### src/rtl/zclk_phase_seq.sv
// 28MHz phase strobe generator for the Z80 clock path, plus turbo-change sequencing
// that applies a new CPU speed on a refresh cycle, or after a watchdog timeout.
//
// state   | meaning
// S_IDLE  | no change armed; watchdog runs while a change is pending
// S_ARMED | change armed by a refresh or by the watchdog, applied on the next c3 edge
module zclk_phase_seq #(
    parameter logic [1:0] TURBO_RST   = 2'b00,
    parameter int         SYNC_STAGES = 2,
    parameter int         WDOG_CYC    = 1024
) (
    input  logic       clk,
    input  logic       rst_n,
    input  logic       rfsh_n,
    input  logic [1:0] turbo_req,
    output logic       c0,
    output logic       c1,
    output logic       c2,
    output logic       c3,
    output logic       c14mhz,
    output logic [1:0] turbo,
    output logic       turbo_pending,
    output logic       turbo_chg
);

    localparam int                WDOG_W    = $clog2(WDOG_CYC);
    localparam logic [WDOG_W-1:0] WDOG_LAST = WDOG_W'(WDOG_CYC - 1);

    typedef enum logic {
        S_IDLE  = 1'b0,
        S_ARMED = 1'b1
    } seq_state_t;

    seq_state_t              state, state_nxt;
    logic [1:0]              phase;
    logic [3:0]              strb;
    logic [SYNC_STAGES-1:0]  rfsh_sync;
    logic                    rfsh_prev;
    logic                    rfsh_fall;
    logic [WDOG_W-1:0]       wdog, wdog_nxt;
    logic [1:0]              turbo_nxt;
    logic                    chg_nxt;
    logic                    pend;

    always_ff @(posedge clk or negedge rst_n) begin
        if (!rst_n) begin
            phase  <= 2'd0;
            strb   <= 4'b0000;
            c14mhz <= 1'b0;
        end else begin
            phase  <= phase + 2'd1;
            strb   <= 4'b0001 << phase;
            c14mhz <= phase[0];
        end
    end

    assign c0 = strb[0];
    assign c1 = strb[1];
    assign c2 = strb[2];
    assign c3 = strb[3];

    always_ff @(posedge clk or negedge rst_n) begin
        if (!rst_n) begin
            rfsh_sync <= '1;
            rfsh_prev <= 1'b1;
        end else begin
            rfsh_sync <= {rfsh_sync[SYNC_STAGES-2:0], rfsh_n};
            rfsh_prev <= rfsh_sync[SYNC_STAGES-1];
        end
    end

    assign rfsh_fall = rfsh_prev & ~rfsh_sync[SYNC_STAGES-1];
    assign pend      = (turbo_req != turbo);

    // Apply is gated on phase==3 so the new turbo lands in the same cycle as c3.
    always_comb begin
        state_nxt = state;
        turbo_nxt = turbo;
        chg_nxt   = 1'b0;
        wdog_nxt  = '0;
        case (state)
            S_IDLE: begin
                if (pend) begin
                    if (rfsh_fall || (wdog == WDOG_LAST)) begin
                        state_nxt = S_ARMED;
                    end else begin
                        wdog_nxt = wdog + WDOG_W'(1);
                    end
                end
            end
            S_ARMED: begin
                if (!pend) begin
                    state_nxt = S_IDLE;
                end else if (phase == 2'd3) begin
                    state_nxt = S_IDLE;
                    turbo_nxt = turbo_req;
                    chg_nxt   = 1'b1;
                end
            end
            default: state_nxt = S_IDLE;
        endcase
    end

    always_ff @(posedge clk or negedge rst_n) begin
        if (!rst_n) begin
            state         <= S_IDLE;
            wdog          <= '0;
            turbo         <= TURBO_RST;
            turbo_chg     <= 1'b0;
            turbo_pending <= 1'b0;
        end else begin
            state         <= state_nxt;
            wdog          <= wdog_nxt;
            turbo         <= turbo_nxt;
            turbo_chg     <= chg_nxt;
            turbo_pending <= pend;
        end
    end

endmodule

### config.mk
export PLATFORM = sky130hd
export DESIGN_NAME = zclk_phase_seq
export DESIGN_NICKNAME = d
export VERILOG_FILES = /design/src/rtl/zclk_phase_seq.sv
export SDC_FILE = /design/constraint.sdc
export NUM_CORES = 1
export LEC_CHECK = 0
export BUFFER_PORTS_ARGS = -buffer_cell sky130_fd_sc_hd__buf_2
export CORE_MARGIN = 2
export CORE_UTILIZATION = 54
export CTS_BUF_LIST = sky130_fd_sc_hd__clkbuf_16
export DETAILED_ROUTE_END_ITERATION = 10
export PLACE_DENSITY = 0.74
export SETUP_SLACK_MARGIN = 0.15
export SYNTH_ARGS = -nofsm -noshare
export SYNTH_HDL_FRONTEND = slang
export SYNTH_SLANG_ARGS = --single-unit
### constraint.sdc
create_clock -name clk -period 1.7 [get_ports clk]
set_input_delay 0.255 -clock clk [delete_from_list [all_inputs] [get_ports clk]]
set_output_delay 0.255 -clock clk [all_outputs]
set_load 0.02 [all_outputs]
-- Word level (Yosys, flattened, before mapping)
Index checks and enable logic that the tools add are counted.
- input bits: 5
- register bits after elaboration: 25
- logic and storage cells: 32
- output and inout bits: 9
- bitwise logic cells: 3
- reduce and logical (&&, ||, !) cells: 2
- eq/ne operators: 3
- shift-type cells: 1
- add/sub/neg operators: 2
- muxes and demuxes: 11
- operators by type and width (cell ; number):
    2-to-1 mux 10 bit ; 3
    adder 10 x 1 -> 10 bit (second input constant) ; 1
    equality test 10 bit (second input constant) ; 1
    2-to-1 mux 1 bit ; 7
    left shift 1 x 2 -> 4 bit (first input constant) ; 1
    AND reduction 3 bit ; 1
    adder 2 x 1 -> 2 bit (second input constant) ; 1
    equality test 2 bit (second input constant) ; 1
    != test 2 bit ; 1
    inverter 1 bit ; 2
    one-hot mux 1 bit (2 select lines) ; 1
    bitwise AND 1 bit ; 1
    logical OR 1 bit ; 1

-- Depth between registers and ports, before layout
- depth after elaboration: 6
- gate-level depth with buffers: 5
- depth with buffers taken out: 4

-- Worst setup path before layout
Ideal clock, no wire load.
- path kind: register to register
- start point: reg wdog[0]
- end point: reg wdog[8]
- library setup time: 0.097 ns
- data required time: 1.603 ns
- buffers on the path: 0
- stages on the path, launching flop included: 5
- period minus slack after synthesis: 1.451 ns
- arrival time: 1.354 ns
- setup slack: 0.249 ns
- cell sequence: dfrtp_1 -> ha_1 -> nand2_1 -> or4_1 -> a211oi_1
- word-level cells in the longest chain between the ends: 5
- elaborated cells on any way between the ends: 6
- those cells by class: add/sub (1); eq/ne (1); mux (3); reduce/logical (1)
- ends and longest elaborated chain (item ; RTL line ; text):
    start: declaration ; 40 ; logic [WDOG_W-1:0] wdog, wdog_nxt;
    start signal: assignment ; 113 ; wdog <= wdog_nxt;
    parallel branches: the longest is 2 deep, another holds adder 10 x 1 -> 10 bit ; - ;
    2-to-1 mux 10 bit * ; 84 ; if (rfsh_fall || (wdog == WDOG_LAST)) begin
    2-to-1 mux 10 bit * ; 83 ; if (pend) begin
    2-to-1 mux 10 bit * ; 81 ; case (state)
    net wdog_nxt[8] ; 40 ;
Mark *: on every way through the listed nets, which the timed path passes.
A chain may end at the register's enable or synchronous reset.

-- Final worst setup path
Same ends and word-level chain as after synthesis.

==> run metrics <==
run status=complete, no violations; layout cell share with drive strength beyond 1=0.337; number of standard-cell rows in the floorplan=15; syn nets=90; Final Max Slew Viols=0; die width=47.5 um; proportion of total power due to net switching=0.275; max-slew headroom at the worst pin=0.652; highest-count cells in the layout ignoring fill and taps=21 x sky130_fd_sc_hd__dfrtp_1, 13 x sky130_fd_sc_hd__buf_2, 5 x sky130_fd_sc_hd__inv_1, 5 x sky130_fd_sc_hd__a211oi_1; transition time of the tightest slew-check pin=0.522 ns; internal power=1.11 mW; total area of multi-input combinational cells=390 um^2; number of nets in the final layout=109; pin count of the biggest net entering global routing=26; commonest non-fill, non-tap cell in the layout=sky130_fd_sc_hd__dfrtp_1; largest stage delay on the critical path=0.47 ns; first-pass iteration count of the detailed router=4; total number of vias=644; clk sinks=25; worst setup path category=flop to flop; DP Wirelength=1100 um; starting utilization of the core area=0.584; final antenna-violating net count=0; worst-path cell chain=ha_4, nand2_2, or4_1, a211oi_1; Residual DRC=0; buffer count from post-CTS setup fixing=0; Via density=5.24; total power divided by cell area=1230 nW/um^2; Iter 0 DRT Violations=10; clock input transition at the sequential cells of the worst setup and hold paths=0.06 ns; clock network power share=0.329; antenna cells=0; number of synthesized register bits=25; number of instances in the synthesized netlist=80; proportion of synthesized chip area in sequential cells=0.617; CP required=1.86 ns; CP max stage cell=sky130_fd_sc_hd__or4_1; critical path endpoint category=flop; combined area of all synthesized cells=1020 um^2; IR Drop Worst-Case VDD=0.741 mV; routed wire length=1570 um; Overall Power=1.53 mW; maximum buffer depth of the clock tree=2; initial antenna violation count=0; overall fraction of global-route tracks in use=0.160; switching power=0.420 mW; share of total power in sequential cells=0.479; weighted congestion at the end of routability-driven global placement=0.796; total CTS buffers=3; number of H-tree levels=1; final setup vio count=0; final worst-path cycle share=0.879; Fin Clk Skew=0.00266 ns; setup repair after global routing missed its margin=no; top-level I/O count=14; minimum clock period=1.49 ns; Worst-Skew Late Latency=0.25 ns; Core Region=1750 um^2; number of port buffers=13; sequential cell area=631 um^2; grt total ovfl=0; max-cap viol count=0; area grow syn2layout=21.7%; average wire length per cell after detail routing=12.8 um; count of warnings emitted by yosys=0; total count of hold-check failures in the final report=0; combinational share of power=0.192; die area=2250 um^2; die outline height=47.5 um; wire length of the first global-routing pass=2550 um; setup_tns=0 ns; Fmax achieved=669 MHz; WP data arrival=1.65 ns; per-instance average area after synthesis=12.7 um^2; kind of start point of the critical path=flop; vias in the first global route=622; count of distinct cell types in the synthesized netlist=24; hold crit path type=primary input to flop; clock tree from TritonCTS=done; clk root buf=sky130_fd_sc_hd__clkbuf_16; leakage power=0.550 nW; layout filler cell count=129; largest fanout on the critical path=5
-- stage by stage --
| step | std cells | setup WS (ns) | area, um^2 | hold slack [ns] | utilization |
|---|---|---|---|---|---|
| CTS | 123 | 0.161 | 1210 | 0.0975 | 0.692 |
| global route | 123 | 0.151 | 1240 | 0.0967 | 0.711 |
| global placement | 118 | 0.201 | 1110 | 0.262 | 0.639 |
| floorplan | 80 | 0.249 | 1020 | -0.0406 | - |
| detailed placement | 118 | 0.167 | 1110 | 0.265 | 0.639 |
| finish | 123 | 0.206 | 1240 | 0.0994 | 0.711 |
-- state kept, by name, indices dropped and copies added (netlist names) --
signal and flops:
c14mhz 1, phase 2, rfsh_prev 1, rfsh_sync 2
state 1, strb 4, turbo 2, turbo_chg 1
turbo_pending 1, wdog 10
-- power groups by stage --
stage	Clock [mW]	Combinational (mW)	Sequential, mW
detailed placement	0	0.276	0.730
finish	0.503	0.293	0.731
global placement	0	0.271	0.727
CTS	0.504	0.280	0.721
global route	0.536	0.335	0.740
floorplan	0	0.147	0.768
-- logic make-up after synthesis --
family / after synthesis / synth area share
XOR/XNOR: 5 / 0.0429
AO/OA/AOI/OAI: 13 / 0.0920
adder cells (fa/ha/maj): 5 / 0.0613
buffers and inverters: 7 / 0.0344
AND/OR/NAND/NOR: 23 / 0.130
flip-flops: 25 / 0.617
multiplexers: 2 / 0.0221
-- synth_stat cells, drive strengths merged --
library cell  instances  area share
dfrtp                22        0.54
a211oi                5       0.037
ha                    5       0.061
inv                   5       0.018
nand2                 5       0.018
nand3                 5       0.029
nor3                  4       0.020
xor2                  4       0.034
dfstp                 3       0.077
o21ai                 3       0.015
o31ai                 3       0.022
or4                   3       0.022
buf                   2       0.016
mux2                  2       0.022
or3                   2       0.015
nor2b                 1      0.0061
nor3b                 1      0.0074
nor4                  1      0.0061
o211a                 1      0.0098
o221ai                1      0.0086
or2                   1      0.0061
xnor2                 1      0.0086
-- what timing repair did --
action,4_1_cts,5_1_grt
gates resized for setup,1,6
endpoints found under the setup margin,1,11
pin swaps,0,1
endpoints found under the hold margin,22,0
hold buffers,1,0
-- critical path, delay by kind of cell, from the launching register on --
family          cells  cell delay [ns]
fa+ha+maj           1             0.18
compound gates      1             0.23
flops               1             0.44
simple gates        2             0.56
-- final timing paths --
path	from	cells after the start	slack [ns]	end
min in group asynchronous	rst_n	2	0.51	wdog[7]
setup / recovery	wdog[0]	4	0.21	wdog[8]
hold reg to reg	rfsh_sync[0]	0	0.36	rfsh_sync[1]
setup reg to reg	wdog[0]	4	0.21	wdog[8]
max in group asynchronous	rst_n	2	0.81	wdog[2]
hold / removal	rfsh_n	1	0.1	rfsh_sync[0]
-- per-layer routing --
layer | vias to the layer above | share of wire | global-route usage | routed length, um
met5 | - | 0 | 0 | 0
met4 | 0 | 0 | 0.0667 | 0
met3 | 0 | 0.016 | 0.0377 | 25
met2 | 8 | 0.50 | 0.241 | 788
met1 | 314 | 0.48 | 0.224 | 756
li1 | 322 | - | - | -
-- area by class of cell --
class	instances	share of cell area
Timing Repair Buffer	16	0.0726
Clock inverter	1	0.00403
Sequential cell	25	0.508
Multi-Input combinational cell	48	0.315
Clock buffer	3	0.0605
Inverter	5	0.0151
Tap cell	25	0.0252
No activity file was read; power rests on OpenSTA's default activity.
